## config.mk

```make
export PLATFORM = sky130hd
export DESIGN_NAME = mmio_timer_flat
export DESIGN_NICKNAME = d
export VERILOG_FILES = /design/src/rtl/mmio_timer_pkg.sv /design/src/rtl/mmio_timer_if.sv /design/src/rtl/mmio_timer.sv /design/src/flat_wrapper.sv
export SDC_FILE = /design/constraint.sdc
export NUM_CORES = 1
export LEC_CHECK = 0
export BUFFER_PORTS_ARGS = -buffer_cell sky130_fd_sc_hd__buf_2
export CORE_UTILIZATION = 30
export CTS_CLUSTER_SIZE = 14
export DETAILED_ROUTE_END_ITERATION = 8
export RECOVER_POWER = 100
export SLEW_MARGIN = 15
export SYNTH_ARGS = -nofsm -noshare
export SYNTH_HDL_FRONTEND = slang
export SYNTH_SLANG_ARGS = --single-unit
```

## constraint.sdc

```tcl
create_clock -name clk -period 4.4 [get_ports clk]
set_clock_uncertainty 0.15 [all_clocks]
set_input_delay 0.44 -clock clk [delete_from_list [all_inputs] [get_ports clk]]
set_output_delay 0.44 -clock clk [all_outputs]
set_load 0.03 [all_outputs]
```

## src/rtl/mmio_timer_pkg.sv

```systemverilog
// mmio_pkg: shared definitions for the memory-mapped timer and the bridge
// that decodes its device slot.
//   - register offsets (device address bits [3:2])
//   - CTRL bit positions and mode encodings
//   - FSM state type
//   - device base constants (address bits [31:4]) shared with the bridge
package mmio_pkg;

   localparam logic [1:0] ADDR_CTRL   = 2'd0;
   localparam logic [1:0] ADDR_PRESET = 2'd1;
   localparam logic [1:0] ADDR_COUNT  = 2'd2;

   localparam int CTRL_EN      = 0;
   localparam int CTRL_MODE_LO = 1;
   localparam int CTRL_MODE_HI = 2;
   localparam int CTRL_IM      = 3;

   localparam logic [1:0] MODE_ONESHOT = 2'b00;
   localparam logic [1:0] MODE_RELOAD  = 2'b01;

   localparam logic [27:0] DEV_BASE_0 = 28'h00007F0;
   localparam logic [27:0] DEV_BASE_1 = 28'h00007F1;

   typedef enum logic [1:0] {
      IDLE = 2'd0,
      LOAD = 2'd1,
      CNT  = 2'd2,
      INT  = 2'd3
   } state_t;

endpackage

```

## src/rtl/mmio_timer_if.sv

```systemverilog
// mmio_timer_if: register bus between the system bridge and one device slot.
//   addr  [1:0]  register select (device address bits [3:2])
//   we           write strobe, already qualified by the bridge address decode
//   wdata [31:0] write data
//   rdata [31:0] read data returned to the bridge read mux
// Bus semantics: there is no valid/ready pair. A write is accepted on every
// rising clk edge where we=1, unconditionally and with no back-pressure.
// A read has no strobe: rdata continuously reflects the register selected by
// addr, with zero cycles of latency.
interface mmio_timer_if;

   logic [1:0]  addr;
   logic        we;
   logic [31:0] wdata;
   logic [31:0] rdata;

   modport master (output addr, output we, output wdata, input rdata);
   modport slave  (input addr, input we, input wdata, output rdata);

endinterface

```

## src/rtl/mmio_timer.sv

```systemverilog
// mmio_timer: memory-mapped down-counting timer with one-shot and
// auto-reload modes and a maskable interrupt.
// Ports:
//   clk          system clock, rising edge
//   reset_n      asynchronous active-low reset
//   bus          mmio_timer_if.slave (addr, we, wdata, rdata)
//   irq          interrupt request = pending & CTRL.IM
//   state_dbg    current FSM state (debug visibility)
//   pending_dbg  internal pending flag (debug visibility)
module mmio_timer
   import mmio_pkg::*;
#(
   parameter int WIDTH = 32
) (
   input  logic         clk,
   input  logic         reset_n,
   mmio_timer_if.slave  bus,
   output logic         irq,
   output state_t       state_dbg,
   output logic         pending_dbg
);

   logic [3:0]       ctrl;
   logic [WIDTH-1:0] preset;
   logic [WIDTH-1:0] count;
   state_t           state;
   logic             pending;

   logic ctrl_wr;
   logic preset_wr;
   logic en;
   logic reload_mode;
   logic expire;

   assign ctrl_wr     = bus.we && (bus.addr == ADDR_CTRL);
   assign preset_wr   = bus.we && (bus.addr == ADDR_PRESET);
   assign en          = ctrl[CTRL_EN];
   // Mode 1x is deliberately treated as one-shot.
   assign reload_mode = (ctrl[CTRL_MODE_HI:CTRL_MODE_LO] == MODE_RELOAD);
   // The edge that moves CNT -> INT.
   assign expire      = (state == CNT) && en && (count == '0);

   always_ff @(posedge clk or negedge reset_n) begin
      if (!reset_n) begin
         ctrl    <= '0;
         preset  <= '0;
         count   <= '0;
         state   <= IDLE;
         pending <= 1'b0;
      end else begin
         if (preset_wr) begin
            preset <= bus.wdata[WIDTH-1:0];
         end

         case (state)
            IDLE: begin
               if (en) begin
                  state <= LOAD;
               end
            end
            LOAD: begin
               count <= preset;
               state <= CNT;
            end
            CNT: begin
               if (!en) begin
                  state <= IDLE;
               end else if (count == '0) begin
                  state <= INT;
               end else begin
                  count <= count - WIDTH'(1);
               end
            end
            INT: begin
               if (reload_mode) begin
                  state <= LOAD;
               end else begin
                  ctrl[CTRL_EN] <= 1'b0;
                  state         <= IDLE;
               end
            end
            default: state <= IDLE;
         endcase

         // Placed after the FSM so a CTRL write overrides the one-shot EN clear.
         if (ctrl_wr) begin
            ctrl <= bus.wdata[3:0];
         end

         // Entering INT beats a coincident CTRL write; otherwise a CTRL write
         // clears pending, and reload mode drops it on leaving INT.
         if (expire) begin
            pending <= 1'b1;
         end else if (ctrl_wr) begin
            pending <= 1'b0;
         end else if ((state == INT) && reload_mode) begin
            pending <= 1'b0;
         end
      end
   end

   always_comb begin
      bus.rdata = '0;
      case (bus.addr)
         ADDR_CTRL:   bus.rdata[3:0]       = ctrl;
         ADDR_PRESET: bus.rdata[WIDTH-1:0] = preset;
         ADDR_COUNT:  bus.rdata[WIDTH-1:0] = count;
         default:     bus.rdata            = '0;
      endcase
   end

   assign irq         = pending & ctrl[CTRL_IM];
   assign state_dbg   = state;
   assign pending_dbg = pending;

endmodule

```

## src/flat_wrapper.sv

```systemverilog
// flat-port wrapper written by rule: the top's interface ports become plain ports
module mmio_timer_flat import mmio_pkg::*;
#(
   parameter int WIDTH = 32
)
  (clk, reset_n, irq, state_dbg, pending_dbg, bus_addr, bus_we, bus_wdata, bus_rdata);
  mmio_timer_if bus_i ();
  input  logic clk;
  input  logic reset_n;
  output logic irq;
  output state_t state_dbg;
  output logic pending_dbg;
  input wire logic [$bits(bus_i.addr)-1:0] bus_addr;
  input wire logic [$bits(bus_i.we)-1:0] bus_we;
  input wire logic [$bits(bus_i.wdata)-1:0] bus_wdata;
  output wire logic [$bits(bus_i.rdata)-1:0] bus_rdata;
  assign bus_i.addr = bus_addr;
  assign bus_i.we = bus_we;
  assign bus_i.wdata = bus_wdata;
  assign bus_rdata = bus_i.rdata;
  mmio_timer #(.WIDTH(WIDTH)) u_core (.clk(clk), .reset_n(reset_n), .bus(bus_i), .irq(irq), .state_dbg(state_dbg), .pending_dbg(pending_dbg));
endmodule
```

==> results of run 1 <==
registers in the layout (all words and copies together), names as in the netlist:
signal	count
u_core.ctrl	4
u_core.pending_dbg	1
u_core.count	32
u_core.preset	32
u_core.state_dbg	2
logic make-up (layout without fill, tap and decap cells):
| group | after synthesis | count (layout) | share of synthesized area [%] |
|---|---|---|---|
| compound gates | 129 | 129 | 21.5 |
| xor+xnor | 1 | 1 | 0.198 |
| simple gates | 159 | 159 | 20.4 |
| mux | 38 | 38 | 9.60 |
| buf+inv | 51 | 115 | 5.64 |
| fa+ha+maj | 9 | 9 | 2.54 |
| flops | 71 | 71 | 40.1 |
worst max path at each step:
| stage | startpoint | to | slack, ns | cells after the start |
|---|---|---|---|---|
| 2_1_floorplan | u_core.count[0] | u_core.count[23] | 1.57 | 10 |
| 3_5_place_dp | u_core.count[0] | u_core.count[10] | 1.07 | 7 |
| 5_1_grt | u_core.count[0] | u_core.count[10] | 0.46 | 7 |
| 6_report | u_core.count[0] | u_core.count[10] | 0.63 | 7 |
| 4_1_cts | u_core.count[0] | u_core.count[10] | 1.04 | 7 |
| 3_3_place_gp | u_core.count[0] | u_core.count[10] | 1.14 | 7 |
per-layer routing:
metal  wire length (um)  vias to the layer above
met5                  0                        -
met4                189                        0
met3                648                       16
met2               5780                      123
met1               6000                     1985
li1                   -                     1865
area by class of cell:
| type | instances | area share [%] |
|---|---|---|
| sequential | 71 | 34.5 |
| inverter | 14 | 1.02 |
| timing repair buffer | 86 | 7.81 |
| clock inverter | 4 | 0.876 |
| tap | 184 | 4.48 |
| multi-input combinational | 336 | 46.4 |
| clock buffer | 11 | 4.91 |
cell usage in the layout (no fill, tap or decap), drive strengths merged, types with 14 or more instances in the layout:
master   n
nand2   25
a22oi   29
o21ai   15
buf     43
nor2b   31
mux2    36
o22ai   19
nor2    24
a31oi   14
inv     14
dfrtp   71
clkbuf  54
nor3    16
power groups by stage:
| stage | Sequential [mW] | Combinational, mW | Clock (mW) |
|---|---|---|---|
| CTS | 1.23 | 1.58 | 0.748 |
| detailed placement | 1.24 | 1.58 | 0 |
| global route | 1.29 | 1.73 | 0.777 |
| finish | 1.24 | 1.56 | 0.736 |
| floorplan | 1.10 | 1.28 | 0 |
| global placement | 1.23 | 1.54 | 0 |
synth_stat cells (2+ instances only):
cell       n  area share, %
a211oi_1   6            1.0
nor4_1     9            1.3
clkbuf_1  24            2.0
mux2i_1    2           0.45
and4_1     2           0.40
nor2_1    24            2.0
nand2_1   25            2.1
or4_2      3           0.59
a31oi_1   14            2.0
a311oi_1   6            1.2
nand4_1    4           0.56
nand2b_1   2           0.28
a222oi_1   4           0.90
or3_1      4           0.56
buf_6      6            1.5
and3_1     2           0.28
nor3b_1    2           0.34
o31a_1     4           0.79
buf_1      3           0.25
or2_2      5           0.71
nor3_1    15            1.7
o21ai_0   14            1.6
o211ai_1   4           0.68
o22ai_1   19            2.7
o31ai_4    2           0.96
o221a_2    3           0.76
buf_2      3           0.34
nor2b_1   31            4.4
inv_1     14            1.2
o41ai_1    4           0.79
a21oi_1    6           0.68
o31ai_1    4           0.68
a22oi_1   29            4.9
mux2_2    36            9.1
or4_4      2           0.51
nand3b_1   2           0.34
dfrtp_1   71             40
or4_1      8            1.4
nand3_1   11            1.2
ha_1       9            2.5
==> summary.txt, run 1 <==
hold crit path type -> input pin to register
worst slew pin tran -> 2.23 ns
TritonRoute pass-1 iters -> 5
final core occ -> 35.5%
ratio of cells with drive above 1 in the final layout -> 22.0%
area of the multi-input gates -> 0.00238 mm2
hold slack -> 0.187 ns
pre-CTS WS -> 1.07 ns
status -> finished with violations
cts bufs inserted -> 9
GR peak layer -> met2
CTS Sinks -> 71
Pwr Total -> 3.54 mW
Final Max Slew Viols -> 75
DIE WIDTH -> 124 um
CP required -> 4.47 ns
Yosys warnings -> 0
Overall Global Routing Usage -> 17.5%
failing checks -> capacitance limit, slew limit
Sw Pwr -> 1.53 mW
switching share of power -> 43.3%
Post-synth EDFFs -> 0
Post-CTS Resized -> 0
Reg2Reg Depth -> 7
WL final -> 12,600 um
CP peak stage delay -> 1.20 ns
# diodes -> 0
Placed Area -> 0.00493 mm2
post-CTS setup buffers -> 0
reg2reg start -> u_core.count[0]
cell leakage power -> 1.97 nW
num rows -> 44
startpoint type of the worst setup path -> register
Core ar. -> 0.0145 mm2
Hold Crit Start -> bus_wdata[15]
Final setup viols -> 0
met2 global-route usage -> 27.2%
number of DRC markers in iteration 0 -> 286
GR Util met3 -> 2.54%
Fin. Hold Viols -> 0
first-pass GRT wire length -> 20,500 um
Synth cell types -> 60
initial antenna violation count -> 0
Initial Utilization -> 30.6%
Slowest-stage cell, CP -> o31ai_2
maximum vdd drop -> 0.271 mV
Synth Cell Area -> 0.00443 mm2
FF+latch area -> 0.00178 mm2
Vias -> 3,989
WP buf/inv -> 1
Critical R2R Capture -> u_core.count[10]
WHS Path Cells -> 2
crit-path max FO -> 18
GPL Wtd Cong -> 0.875
Total Neg Setup Slack -> 0 ns
vias in the first global route -> 3,882
fin nets -> 564
wire length per cell -> 17.9 um
Die H -> 124 um
non-filler instance count after layout -> 706
# DRC -> 0
crit-path cells -> inv_1, ha_1, or3b_2, or3_1, o31ai_2, a21oi_1, o221a_2
pwr dens -> 688 mW/mm2
async set-reset flop share out of synthesis -> 100%
area delta synth->final -> 16.0%
CTS tree -> built
fin area -> 0.00514 mm2
clock network latency to the later pin of the worst-skew pair -> 0.33 ns
fin crit share -> 85.7%
Seq/Total Area, Yosys -> 40.1%
Clk pin slew, worst setup/hold paths -> 0.06 ns
H-tree Lvls -> 3
Final Critical Period -> 3.77 ns
IO Pins -> 73
largest net degree at the start of global routing -> 41
routing usage on met1 -> 24.7%
ys flop type -> dfrtp_1
Clock Path Buffers -> 2
# fillers -> 1,478
Worst Hold End -> u_core.preset[15]
hold_buf cts -> 0
Comb power frac -> 44.1%
clock power share -> 20.8%
CP Data Arrival Time -> 3.84 ns
flop-to-flop setup slack -> 0.63 ns
Syn Area/Cell -> 9.68 um2
RSZ-0062 raised after global routing -> no
Vias/cell -> 5.65
CP top delay family -> compound AO/OA/AOI/OAI gates
post-synthesis register bit count -> 71
PortBufs -> 72
Int Pwr -> 2.01 mW
Final ANT Viol Nets -> 0
HPWL after detailed placement -> 8820 um
Post-Syn Instances -> 458
syn nets -> 504
Reg power frac -> 35.1%
DP Cell Count -> 691
gr ovfl total -> 0
Setup crit end kind -> register
CTS root buf -> clkbuf_16
total of max-cap violations -> 2
Slew HR -> -48.9%
WS Path Type -> register to register
Final WS setup -> 0.628 ns
die area -> 0.0153 mm2
highest clock rate -> 0.265 GHz
(Power assumes the default switching activity.)
==> run 2, diff against run 1 <==
--- a/config.mk
+++ b/config.mk
@@ -5,12 +5,13 @@
 export SDC_FILE = /design/constraint.sdc
 export NUM_CORES = 1
 export LEC_CHECK = 0
-export BUFFER_PORTS_ARGS = -buffer_cell sky130_fd_sc_hd__buf_2
-export CORE_UTILIZATION = 30
+export BUFFER_PORTS_ARGS = -buffer_cell sky130_fd_sc_hd__buf_4
+export CORE_UTILIZATION = 61
 export CTS_CLUSTER_SIZE = 14
 export DETAILED_ROUTE_END_ITERATION = 8
+export PLACE_DENSITY = 0.85
 export RECOVER_POWER = 100
-export SLEW_MARGIN = 15
+export SLEW_MARGIN = 30
 export SYNTH_ARGS = -nofsm -noshare
 export SYNTH_HDL_FRONTEND = slang
 export SYNTH_SLANG_ARGS = --single-unit
==> summary.txt, run 2 (synthesis gave the netlist of run 1 again) <==
Vias/cell -> 6.73 (+19%)
worst slew pin tran -> 1.76 ns (-0.475 ns)
# diodes -> 0 (unchanged)
clock network latency to the later pin of the worst-skew pair -> 0.35 ns (+0.02 ns)
startpoint type of the worst setup path -> register
RSZ-0062 raised after global routing -> no
Die H -> 87.2 um (-29%)
number of DRC markers in iteration 0 -> 306 (+7.0%)
CP Data Arrival Time -> 3.81 ns (-0.03 ns)
commonest non-fill, non-tap cells in the layout -> dfrtp_1, clkbuf_1, buf_4
reg2reg start -> u_core.state_dbg[0]
initial antenna violation count -> 0 (unchanged)
Hold Crit Start -> bus_wdata[12]
largest net degree at the start of global routing -> 72 (+76%)
Final ANT Viol Nets -> 0 (unchanged)
Overall Global Routing Usage -> 33.1% (+16 points)
H-tree Lvls -> 3 (unchanged)
maximum vdd drop -> 0.348 mV (+28%)
CP peak stage delay -> 1.12 ns (-0.08 ns)
num rows -> 30 (-32%)
fin area -> 0.00499 mm2 (-3.0%)
fin crit share -> 83.7% (-2.0 points)
GR Util met3 -> 6.16% (+3.6 points)
Slew HR -> -17.3% (+32 points)
most common cell after layout, fill and taps aside -> dfrtp_1
# DRC -> 0 (unchanged)
cell leakage power -> 1.93 nW (-2.1%)
fin nets -> 562 (-0.35%)
met2 global-route usage -> 54.5% (+27 points)
Total Neg Setup Slack -> 0 ns (unchanged)
total of max-cap violations -> 2 (unchanged)
Clk pin slew, worst setup/hold paths -> 0.08 ns (+0.02 ns)
Int Pwr -> 1.80 mW (-11%)
die area -> 0.00761 mm2 (-50%)
Sw Pwr -> 1.52 mW (-1.0%)
Initial Utilization -> 64.2% (+34 points)
leading registers by flop count -> u_core.count (32), u_core.preset (32), u_core.ctrl (4)
Final WS setup -> 0.718 ns (+0.0893 ns)
routing usage on met1 -> 43.8% (+19 points)
GPL Wtd Cong -> 0.880 (+0.55%)
Final Critical Period -> 3.68 ns (-0.0893 ns)
final core occ -> 72.2% (+37 points)
CTS root buf -> clkbuf_8
hold crit path type -> input pin to register
hold_buf cts -> 0 (unchanged)
vias in the first global route -> 3,978 (+2.5%)
TritonRoute pass-1 iters -> 5 (unchanged)
beginning of the critical path -> u_core.state_dbg[0]
Core ar. -> 0.00691 mm2 (-52%)
DP Cell Count -> 600 (-13%)
post-CTS setup buffers -> 0 (unchanged)
Final setup viols -> 0 (unchanged)
WL final -> 11,900 um (-5.3%)
Pwr Total -> 3.31 mW (-6.4%)
Slowest-stage cell, CP -> clkbuf_1
clock power share -> 15.2% (-5.6 points)
area delta synth->final -> 12.5%
Final Max Slew Viols -> 106 (+41%)
IO Pins -> 73 (unchanged)
ratio of cells with drive above 1 in the final layout -> 21.4% (-0.64 points)
status -> finished with violations
crit-path cells -> inv_1, ha_1, clkbuf_1, inv_1, buf_4, nand2_1, buf_4, o22ai_1, a31oi_1, o31a_1
CTS tree -> built
highest clock rate -> 0.272 GHz (+2.4%)
CP required -> 4.53 ns (+0.06 ns)
Setup crit end kind -> register
WS Path Type -> register to register
CTS Sinks -> 71 (unchanged)
first-pass GRT wire length -> 19,500 um (-4.9%)
Comb power frac -> 47.1% (+3.0 points)
cts bufs inserted -> 9 (unchanged)
non-filler instance count after layout -> 615 (-13%)
DIE WIDTH -> 87.2 um (-29%)
PortBufs -> 72 (unchanged)
hold slack -> 0.167 ns (-0.0194 ns)
failing checks -> capacitance limit, slew limit
Vias -> 4,136 (+3.7%)
gr ovfl total -> 0 (unchanged)
pre-CTS WS -> 1.16 ns (+0.0896 ns)
crit-path max FO -> 33 (+15)
Reg power frac -> 37.7% (+2.6 points)
GR peak layer -> met2
Clock Path Buffers -> 2 (unchanged)
Placed Area -> 0.00498 mm2 (+1.1%)
pwr dens -> 664 mW/mm2 (-3.5%)
wire length per cell -> 19.4 um (+8.7%)
switching share of power -> 45.8% (+2.5 points)
Post-CTS Resized -> 0 (unchanged)
HPWL after detailed placement -> 8020 um (-9.0%)
Fin. Hold Viols -> 0 (unchanged)
-- run 2: changes by cell type in the layout (fill, tap and decap cells not counted), moves of 3 or more --
cell       change
clkbuf_8      +11
clkinv_2       -3
buf_2         -33
buf_4         +29
clkbuf_16      -9
-- run 2: area by class of cell --
type                       instances  area [um2]
timing repair buffer              84         469
clock buffer                      14         183
multi-input combinational        336        2390
tap                               96         120
fill                             600        1920
inverter                          14        52.6
sequential                        71        1780
-- run 2: metal layers --
| metal | vias to the layer above | wire, um |
|---|---|---|
| met3 | 29 | 832 |
| li1 | 1867 | - |
| met4 | 0 | 230 |
| met5 | - | 0 |
| met1 | 2029 | 5020 |
| met2 | 211 | 5870 |
-- run 2: worst paths after layout --
path                                endpoint  slack (ns)  depth (start not counted)
min reg2reg                u_core.preset[29]        0.39                          1
min                        u_core.preset[12]        0.17                          2
max                         u_core.count[18]        0.72                         10
max in group asynchronous   u_core.count[20]        2.11                          2
min in group asynchronous   u_core.preset[2]        0.95                          2
max reg2reg                 u_core.count[18]        0.72                         10
-- run 2: critical path, delay by kind of cell (launching register included) --
family / cells / cell delay, ns
AOI/OAI and AO/OA: 3 / 0.42
buffers and inverters: 5 / 1.94
DFF: 1 / 0.42
and+or+nand+nor: 1 / 0.50
adders and majority gates: 1 / 0.17
-- run 2: power groups by stage --
stage | Combinational, mW | Clock [mW] | Sequential (mW)
after detailed placement | 1.58 | 0 | 1.24
after global placement | 1.52 | 0 | 1.22
after CTS | 1.60 | 0.504 | 1.23
after floorplan | 1.28 | 0 | 1.10
final | 1.56 | 0.503 | 1.25
after global routing | 1.70 | 0.535 | 1.28
